[src/rtl/ptp_bridge_dbg_pkg.sv]
// Shared register map, bit positions and counter indices for the PTP bridge
// TX/RX debug CSR blocks.
package ptp_bridge_dbg_pkg;

  localparam int NUM_CNT = 5;

  // Byte offsets inside the 32-byte debug window
  localparam logic [4:0] OFF_CTRL    = 5'h00;
  localparam logic [4:0] OFF_STATUS  = 5'h04;
  localparam logic [4:0] OFF_TX_PKT  = 5'h08;
  localparam logic [4:0] OFF_TX_PTP  = 5'h0C;
  localparam logic [4:0] OFF_TS_REQ  = 5'h10;
  localparam logic [4:0] OFF_TS_RSP  = 5'h14;
  localparam logic [4:0] OFF_TX_ERR  = 5'h18;
  localparam logic [4:0] OFF_SCRATCH = 5'h1C;

  // CTRL bits
  localparam int CTRL_CNT_EN_BIT = 0;
  localparam int CTRL_SNAP_BIT   = 1;
  localparam int CTRL_CLR_BIT    = 2;

  // STATUS bits
  localparam int STAT_ANY_SAT_BIT  = 0;
  localparam int STAT_SNAP_VLD_BIT = 1;
  localparam int STAT_INST_BIT     = 8;

  // Counter slots, in the same order as their shadow registers in the map
  typedef enum logic [2:0] {
    CNT_TX_PKT = 3'd0,
    CNT_TX_PTP = 3'd1,
    CNT_TS_REQ = 3'd2,
    CNT_TS_RSP = 3'd3,
    CNT_TX_ERR = 3'd4
  } cnt_idx_e;

  // Word index of a byte offset (byte lanes are ignored by the decoder)
  function automatic logic [2:0] reg_idx(input logic [4:0] off);
    return off[4:2];
  endfunction

endpackage

[src/rtl/ptp_bridge_dbg_sat_cnt.sv]
// 32-bit event counter that sticks at all-ones instead of wrapping.
module ptp_bridge_dbg_sat_cnt (
  input  logic        clk,
  input  logic        rst,
  input  logic        clr,
  input  logic        en,
  input  logic        inc,
  output logic [31:0] cnt,
  output logic        sat
);

  logic [31:0] cnt_q;

  // Clear has priority over a same-cycle increment; saturated value holds
  always_ff @(posedge clk) begin
    if (rst || clr) begin
      cnt_q <= '0;
    end else if (en && inc && !(&cnt_q)) begin
      cnt_q <= cnt_q + 32'd1;
    end
  end

  assign cnt = cnt_q;
  assign sat = &cnt_q;

endmodule

[src/rtl/ptp_bridge_tx_dbg_csr.sv]
// TX-side debug CSR: live/shadow event counters, control, status and scratch
// behind a one-cycle-latency AVMM read port with no backpressure.
module ptp_bridge_tx_dbg_csr
  import ptp_bridge_dbg_pkg::*;
#(
  parameter int INST_ID    = 0,
  parameter int ADDR_WIDTH = 16,
  parameter int DATA_WIDTH = 32
) (
  input  logic                    clk,
  input  logic                    rst,
  input  logic [ADDR_WIDTH-1:0]   avmm_address_c1,
  input  logic                    avmm_read_c1,
  input  logic                    avmm_write_c1,
  input  logic [DATA_WIDTH-1:0]   avmm_writedata_c1,
  input  logic [DATA_WIDTH/8-1:0] avmm_byteenable_c1,
  output logic [DATA_WIDTH-1:0]   avmm_readdata,
  output logic                    avmm_readdatavalid,
  input  logic                    evt_tx_sop,
  input  logic                    evt_tx_ptp,
  input  logic                    evt_ts_req,
  input  logic                    evt_ts_rsp,
  input  logic                    evt_tx_err
);

  localparam int unsigned INST_U   = INST_ID;
  localparam logic        INST_BIT = INST_U[0];

  localparam logic [2:0] IDX_CTRL    = reg_idx(OFF_CTRL);
  localparam logic [2:0] IDX_STATUS  = reg_idx(OFF_STATUS);
  localparam logic [2:0] IDX_TX_PKT  = reg_idx(OFF_TX_PKT);
  localparam logic [2:0] IDX_TX_PTP  = reg_idx(OFF_TX_PTP);
  localparam logic [2:0] IDX_TS_REQ  = reg_idx(OFF_TS_REQ);
  localparam logic [2:0] IDX_TS_RSP  = reg_idx(OFF_TS_RSP);
  localparam logic [2:0] IDX_TX_ERR  = reg_idx(OFF_TX_ERR);
  localparam logic [2:0] IDX_SCRATCH = reg_idx(OFF_SCRATCH);

  logic                  in_map;
  logic [2:0]            idx;
  logic                  wr_ok;
  logic                  ctrl_wr;
  logic                  addr_lsb_unused;

  logic                  cnt_en;
  logic                  snap_p1;
  logic                  clr_p1;
  logic                  snap_valid;
  logic [DATA_WIDTH-1:0] scratch;

  logic [NUM_CNT-1:0]    evt;
  logic [NUM_CNT-1:0]    sat;
  logic [31:0]           live   [NUM_CNT];
  logic [31:0]           shadow [NUM_CNT];

  logic [DATA_WIDTH-1:0] rd_mux;
  logic [DATA_WIDTH-1:0] rd_data_p1;
  logic                  vld_p1;

  assign in_map          = ~|avmm_address_c1[ADDR_WIDTH-1:5];
  assign idx             = avmm_address_c1[4:2];
  assign addr_lsb_unused = ^avmm_address_c1[1:0];
  assign wr_ok           = avmm_write_c1 & in_map;
  assign ctrl_wr         = wr_ok && (idx == IDX_CTRL) && avmm_byteenable_c1[0];

  assign evt[CNT_TX_PKT] = evt_tx_sop;
  assign evt[CNT_TX_PTP] = evt_tx_ptp;
  assign evt[CNT_TS_REQ] = evt_ts_req;
  assign evt[CNT_TS_RSP] = evt_ts_rsp;
  assign evt[CNT_TX_ERR] = evt_tx_err;

  ptp_bridge_dbg_sat_cnt u_cnt_tx_pkt (
    .clk(clk), .rst(rst), .clr(clr_p1), .en(cnt_en), .inc(evt[CNT_TX_PKT]),
    .cnt(live[CNT_TX_PKT]), .sat(sat[CNT_TX_PKT])
  );
  ptp_bridge_dbg_sat_cnt u_cnt_tx_ptp (
    .clk(clk), .rst(rst), .clr(clr_p1), .en(cnt_en), .inc(evt[CNT_TX_PTP]),
    .cnt(live[CNT_TX_PTP]), .sat(sat[CNT_TX_PTP])
  );
  ptp_bridge_dbg_sat_cnt u_cnt_ts_req (
    .clk(clk), .rst(rst), .clr(clr_p1), .en(cnt_en), .inc(evt[CNT_TS_REQ]),
    .cnt(live[CNT_TS_REQ]), .sat(sat[CNT_TS_REQ])
  );
  ptp_bridge_dbg_sat_cnt u_cnt_ts_rsp (
    .clk(clk), .rst(rst), .clr(clr_p1), .en(cnt_en), .inc(evt[CNT_TS_RSP]),
    .cnt(live[CNT_TS_RSP]), .sat(sat[CNT_TS_RSP])
  );
  ptp_bridge_dbg_sat_cnt u_cnt_tx_err (
    .clk(clk), .rst(rst), .clr(clr_p1), .en(cnt_en), .inc(evt[CNT_TX_ERR]),
    .cnt(live[CNT_TX_ERR]), .sat(sat[CNT_TX_ERR])
  );

  // CTRL: enable bit is sticky, snapshot/clear become one-cycle pulses (p1)
  always_ff @(posedge clk) begin
    if (rst) begin
      cnt_en     <= 1'b0;
      snap_p1    <= 1'b0;
      clr_p1     <= 1'b0;
      snap_valid <= 1'b0;
    end else begin
      if (ctrl_wr) begin
        cnt_en <= avmm_writedata_c1[CTRL_CNT_EN_BIT];
      end
      snap_p1 <= ctrl_wr & avmm_writedata_c1[CTRL_SNAP_BIT];
      clr_p1  <= ctrl_wr & avmm_writedata_c1[CTRL_CLR_BIT];
      if (clr_p1) begin
        snap_valid <= 1'b0;
      end else if (snap_p1) begin
        snap_valid <= 1'b1;
      end
    end
  end

  // Shadows take the pre-increment live values; a coincident clear wins
  always_ff @(posedge clk) begin
    if (rst || clr_p1) begin
      for (int i = 0; i < NUM_CNT; i++) begin
        shadow[i] <= '0;
      end
    end else if (snap_p1) begin
      for (int i = 0; i < NUM_CNT; i++) begin
        shadow[i] <= live[i];
      end
    end
  end

  // SCRATCH with per-byte write enables
  always_ff @(posedge clk) begin
    if (rst) begin
      scratch <= '0;
    end else if (wr_ok && (idx == IDX_SCRATCH)) begin
      for (int b = 0; b < DATA_WIDTH / 8; b++) begin
        if (avmm_byteenable_c1[b]) begin
          scratch[8*b +: 8] <= avmm_writedata_c1[8*b +: 8];
        end
      end
    end
  end

  // Read mux sees register values before any same-cycle write lands
  always_comb begin
    rd_mux = '0;
    if (in_map) begin
      case (idx)
        IDX_CTRL:    rd_mux[CTRL_CNT_EN_BIT] = cnt_en;
        IDX_STATUS: begin
          rd_mux[STAT_ANY_SAT_BIT]  = |sat;
          rd_mux[STAT_SNAP_VLD_BIT] = snap_valid;
          rd_mux[STAT_INST_BIT]     = INST_BIT;
        end
        IDX_TX_PKT:  rd_mux = shadow[CNT_TX_PKT];
        IDX_TX_PTP:  rd_mux = shadow[CNT_TX_PTP];
        IDX_TS_REQ:  rd_mux = shadow[CNT_TS_REQ];
        IDX_TS_RSP:  rd_mux = shadow[CNT_TS_RSP];
        IDX_TX_ERR:  rd_mux = shadow[CNT_TX_ERR];
        IDX_SCRATCH: rd_mux = scratch;
        default:     rd_mux = '0;
      endcase
    end
  end

  // ---- stage p1: registered read response ----
  always_ff @(posedge clk) begin
    if (rst) begin
      vld_p1 <= 1'b0;
    end else begin
      vld_p1 <= avmm_read_c1;
    end
  end

  // Response data register; the output gate below forces zero when idle
  always_ff @(posedge clk) begin
    rd_data_p1 <= rd_mux;
  end

  // A reset landing in the response cycle drops the response
  assign avmm_readdatavalid = vld_p1 & ~rst;
  assign avmm_readdata      = avmm_readdatavalid ? rd_data_p1 : '0;

endmodule

[config.mk]
export PLATFORM = sky130hd
export DESIGN_NAME = ptp_bridge_tx_dbg_csr
export DESIGN_NICKNAME = d
export VERILOG_FILES = /design/src/rtl/ptp_bridge_dbg_pkg.sv /design/src/rtl/ptp_bridge_dbg_sat_cnt.sv /design/src/rtl/ptp_bridge_tx_dbg_csr.sv
export SDC_FILE = /design/constraint.sdc
export NUM_CORES = 1
export LEC_CHECK = 0
export BUFFER_PORTS_ARGS = -buffer_cell sky130_fd_sc_hd__buf_2
export CAP_MARGIN = 20
export CORE_ASPECT_RATIO = 1.75
export CORE_MARGIN = 2
export CORE_UTILIZATION = 55
export DETAILED_ROUTE_END_ITERATION = 16
export MAX_ROUTING_LAYER = met4
export PLACE_DENSITY = 0.71
export RECOVER_POWER = 100
export SLEW_MARGIN = 20
export SYNTH_ARGS = -nofsm -noshare
export SYNTH_HDL_FRONTEND = slang
export SYNTH_SLANG_ARGS = --single-unit
[constraint.sdc]
create_clock -name clk -period 6.2 [get_ports clk]
set_input_delay 1.24 -clock clk [delete_from_list [all_inputs] [get_ports clk]]
set_output_delay 1.24 -clock clk [all_outputs]
set_load 0.005 [all_outputs]
==> metrics.txt <==
initial antenna violation count=1; final hold viol count=0; share of cells above drive strength 1=under 10%; clock share of power=43.6%; sequential share of power=around 54%; GRT Residual Overflow=0; top area cells in the synthesized netlist=edfxtp_1 (28%), dfxtp_1 (27%), and3_1 (6.9%), nor2_1 (4.5%), xor2_1 (4.3%); Gate Count Post-Synth=1643; Async S/R FF share, synth=0%; CTS tree=done; Synth Register Bits=between 300 and 400; Yosys cell types=between 60 and 70; Synth-to-Final Area Change=10.7%; Mapped Area=between 15000 and 20000 µm²; failing checks=max-capacitance violations, max-slew violations; Via density=6.10; syn_nets=1709; startpoint types=input port; latest clock arrival within the worst-skew pair=0.54 ns; Synth Area in Compound Gates=7.67%; Ys Warns=0; pre-CTS WS=2.38 ns; Final ANT Viol Nets=0; largest net degree at the start of global routing=101; Post-Place Cell Area=17600 µm²; Die W=136 µm; DR pass1 iterations=5; clock buffer depth=3; Routed WL=45.5 mm; main combinational cell family by area after synthesis=simple AND/OR/NAND/NOR gates; outcome=finished with violations; CTS H-Tree Depth=2; Comb pwr share=2.7%; WL/cell=21.7 µm; sw frac=21.3%; Hold WS=approximately 0.48 ns; Final TNS setup=0 ns; PD cells=roughly 270 nW/µm²; FMAX=0.220 GHz; Worst Path Required=6.37 ns; GRT Overall Usage=around 29%; Worst Tran Pin Value=2.97 ns; Rel. slew slack=-97.9%; worst min path class=flop to flop; dpl hpwl=about 32 mm; clock sink total=389; adder-cell share of the synthesized area=0.370%; Crit. End Element=flop; chip height=236 µm; starting density of the core=between 50% and 60%; DR vias=between 10000 and 15000; final worst path period share=73.2%; fin worst setup slack=1.66 ns; Placer Congestion=0.939; num ports=94; final non-filler cell area=18700 µm²; Max Slew Vio Count=roughly 220; CTS Root Cell=clkbuf_16; P_sw=1.09 mW; Clock transition at path regs=0.06 ns; Period minus WS final=4.54 ns; num rows=84; Non-Filler Instances=2096; setup slack, reg-to-reg=between 2 and 2.5 ns; Worst EP arrival=around 4.7 ns; max-capacitance violation count=4; number of CTS-inserted buffers=36; top-area cell type share of the netlist area=28.4%; Lkg Pwr=6.87 nW; die area=32200 µm²; cts hold-fix bufs=0; Synth Area in XOR/XNOR=under 10%; cts repair resizes=0; Final setup viols=0; WS Path Type=input port to flop; maximum fanout along the worst path=67; post-synthesis mux area share=2.27%; Core ar.=30200 µm²; ys flop type=dfxtp_1; Layout Skew=~0.012 ns; post-synthesis sequential area ratio=~56%; first-pass GRT wire length=69.3 mm; vias in the first global route=12164; Synth Area in Simple Gates=24.5%; Total Nets Final=~1700; I/O Buffers=91; Synth Area per Inst=10.3 µm²; Placed Cells=2028; largest area contributor in the netlist=edfxtp_1; RSZ-0062 raised after global routing=false; first-iteration detailed-routing DRC count=1275; DRC viols=0; most common cell in the netlist=dfxtp_1; worst vdd ir=~0.27 mV; post-CTS setup buffers=0; Synth top cells by count=dfxtp_1 (229), nor2_1 (204), and3_1 (187), edfxtp_1 (160), clkbuf_1 (99); EDFF count, synth=160; P_int=roughly 4.0 mW
## worst max-delay path, cell delays in order
cell	delay, ns
buf_2	0.07
buf_4	0.43
or3_1	2.09
buf_4	0.79
## kinds of logic (layout without fill, tap and decap cells)
family / count (synthesis) / count (layout)
xor+xnor: 130 / 130
other cells: 0 / 2
fa+ha+maj: 5 / 5
flops: 389 / 389
simple gates: 769 / 769
compound gates: 190 / 190
mux: 37 / 37
buf+inv: 123 / 187
## cell type report
cell class                 instances  area (µm²)
antenna                            2        5.00
clock buffer                      51        1010
clock inverter                    15         160
fill                            2472       11500
inverter                          15        56.3
multi-input combinational       1131        7030
sequential                       389        9390
tap                              387         484
timing repair buffer             106         563
## placed cells by master, fill, tap and decap left out, types with 32 or more instances in the layout
cell type | netlist | routed
nand4_1 | 58 | 58
xor2_1 | 83 | 83
clkbuf_16 | 0 | 37
buf_2 | 6 | 80
nor2_1 | 204 | 204
dfxtp_1 | 229 | 228
mux2i_1 | 36 | 36
xnor2_1 | 47 | 47
edfxtp_1 | 160 | 160
nor3_1 | 32 | 32
nand3_1 | 75 | 75
a22oi_1 | 90 | 90
and3_1 | 187 | 187
nand2_1 | 75 | 75
## through the flow
step / total power, mW / util [%]
floorplan: 2.86 / -
global placement: 2.93 / 58.2
detailed placement: 2.93 / 58.2
CTS: 5.13 / 62.1
global route: 5.23 / 62.0
finish: 5.10 / 62.0
## path summary, 6_finish.rpt
path | from | end | depth (start not counted)
setup / recovery | rst | shadow[0][85]$_SDFFCE_PN0P_ | 4
hold / removal | snap_valid$_SDFFE_PP0P_ | snap_valid$_SDFFE_PP0P_ | 2
setup reg to reg | snap_p1$_SDFF_PP0_ | shadow[0][85]$_SDFFCE_PN0P_ | 2
hold reg to reg | snap_valid$_SDFFE_PP0P_ | snap_valid$_SDFFE_PP0P_ | 2
## per-layer routing
layer  up-vias  part of all wire (%)  track usage, %  wire [µm]
met5         -                     0               -          0
met4         0                   6.6            16.1       2990
met3       115                   5.0            3.03       2250
met2       420                    50            49.1      23000
met1      6210                    38            33.4      17300
li1       6041                     -               -          -
## flip-flops by register name (all words and copies together) (netlist names), 32 cells and up
signal / count
rd_data_p1: 32
scratch: 32
u_cnt_tx_ptp.cnt: 32
u_cnt_ts_req.cnt: 32
shadow: 160
u_cnt_ts_rsp.cnt: 32
u_cnt_tx_err.cnt: 32
u_cnt_tx_pkt.cnt: 32
## power by group through the flow
| stage | registers (mW) | clock network [mW] | logic (mW) |
|---|---|---|---|
| after global routing | 2.74 | 2.34 | 0.151 |
| after global placement | 2.79 | 0 | 0.138 |
| final | 2.74 | 2.22 | 0.140 |
| after CTS | 2.74 | 2.26 | 0.140 |
| after floorplan | 2.78 | 0 | 0.0813 |
| after detailed placement | 2.79 | 0 | 0.140 |
Power figures use the tool's default switching activity.
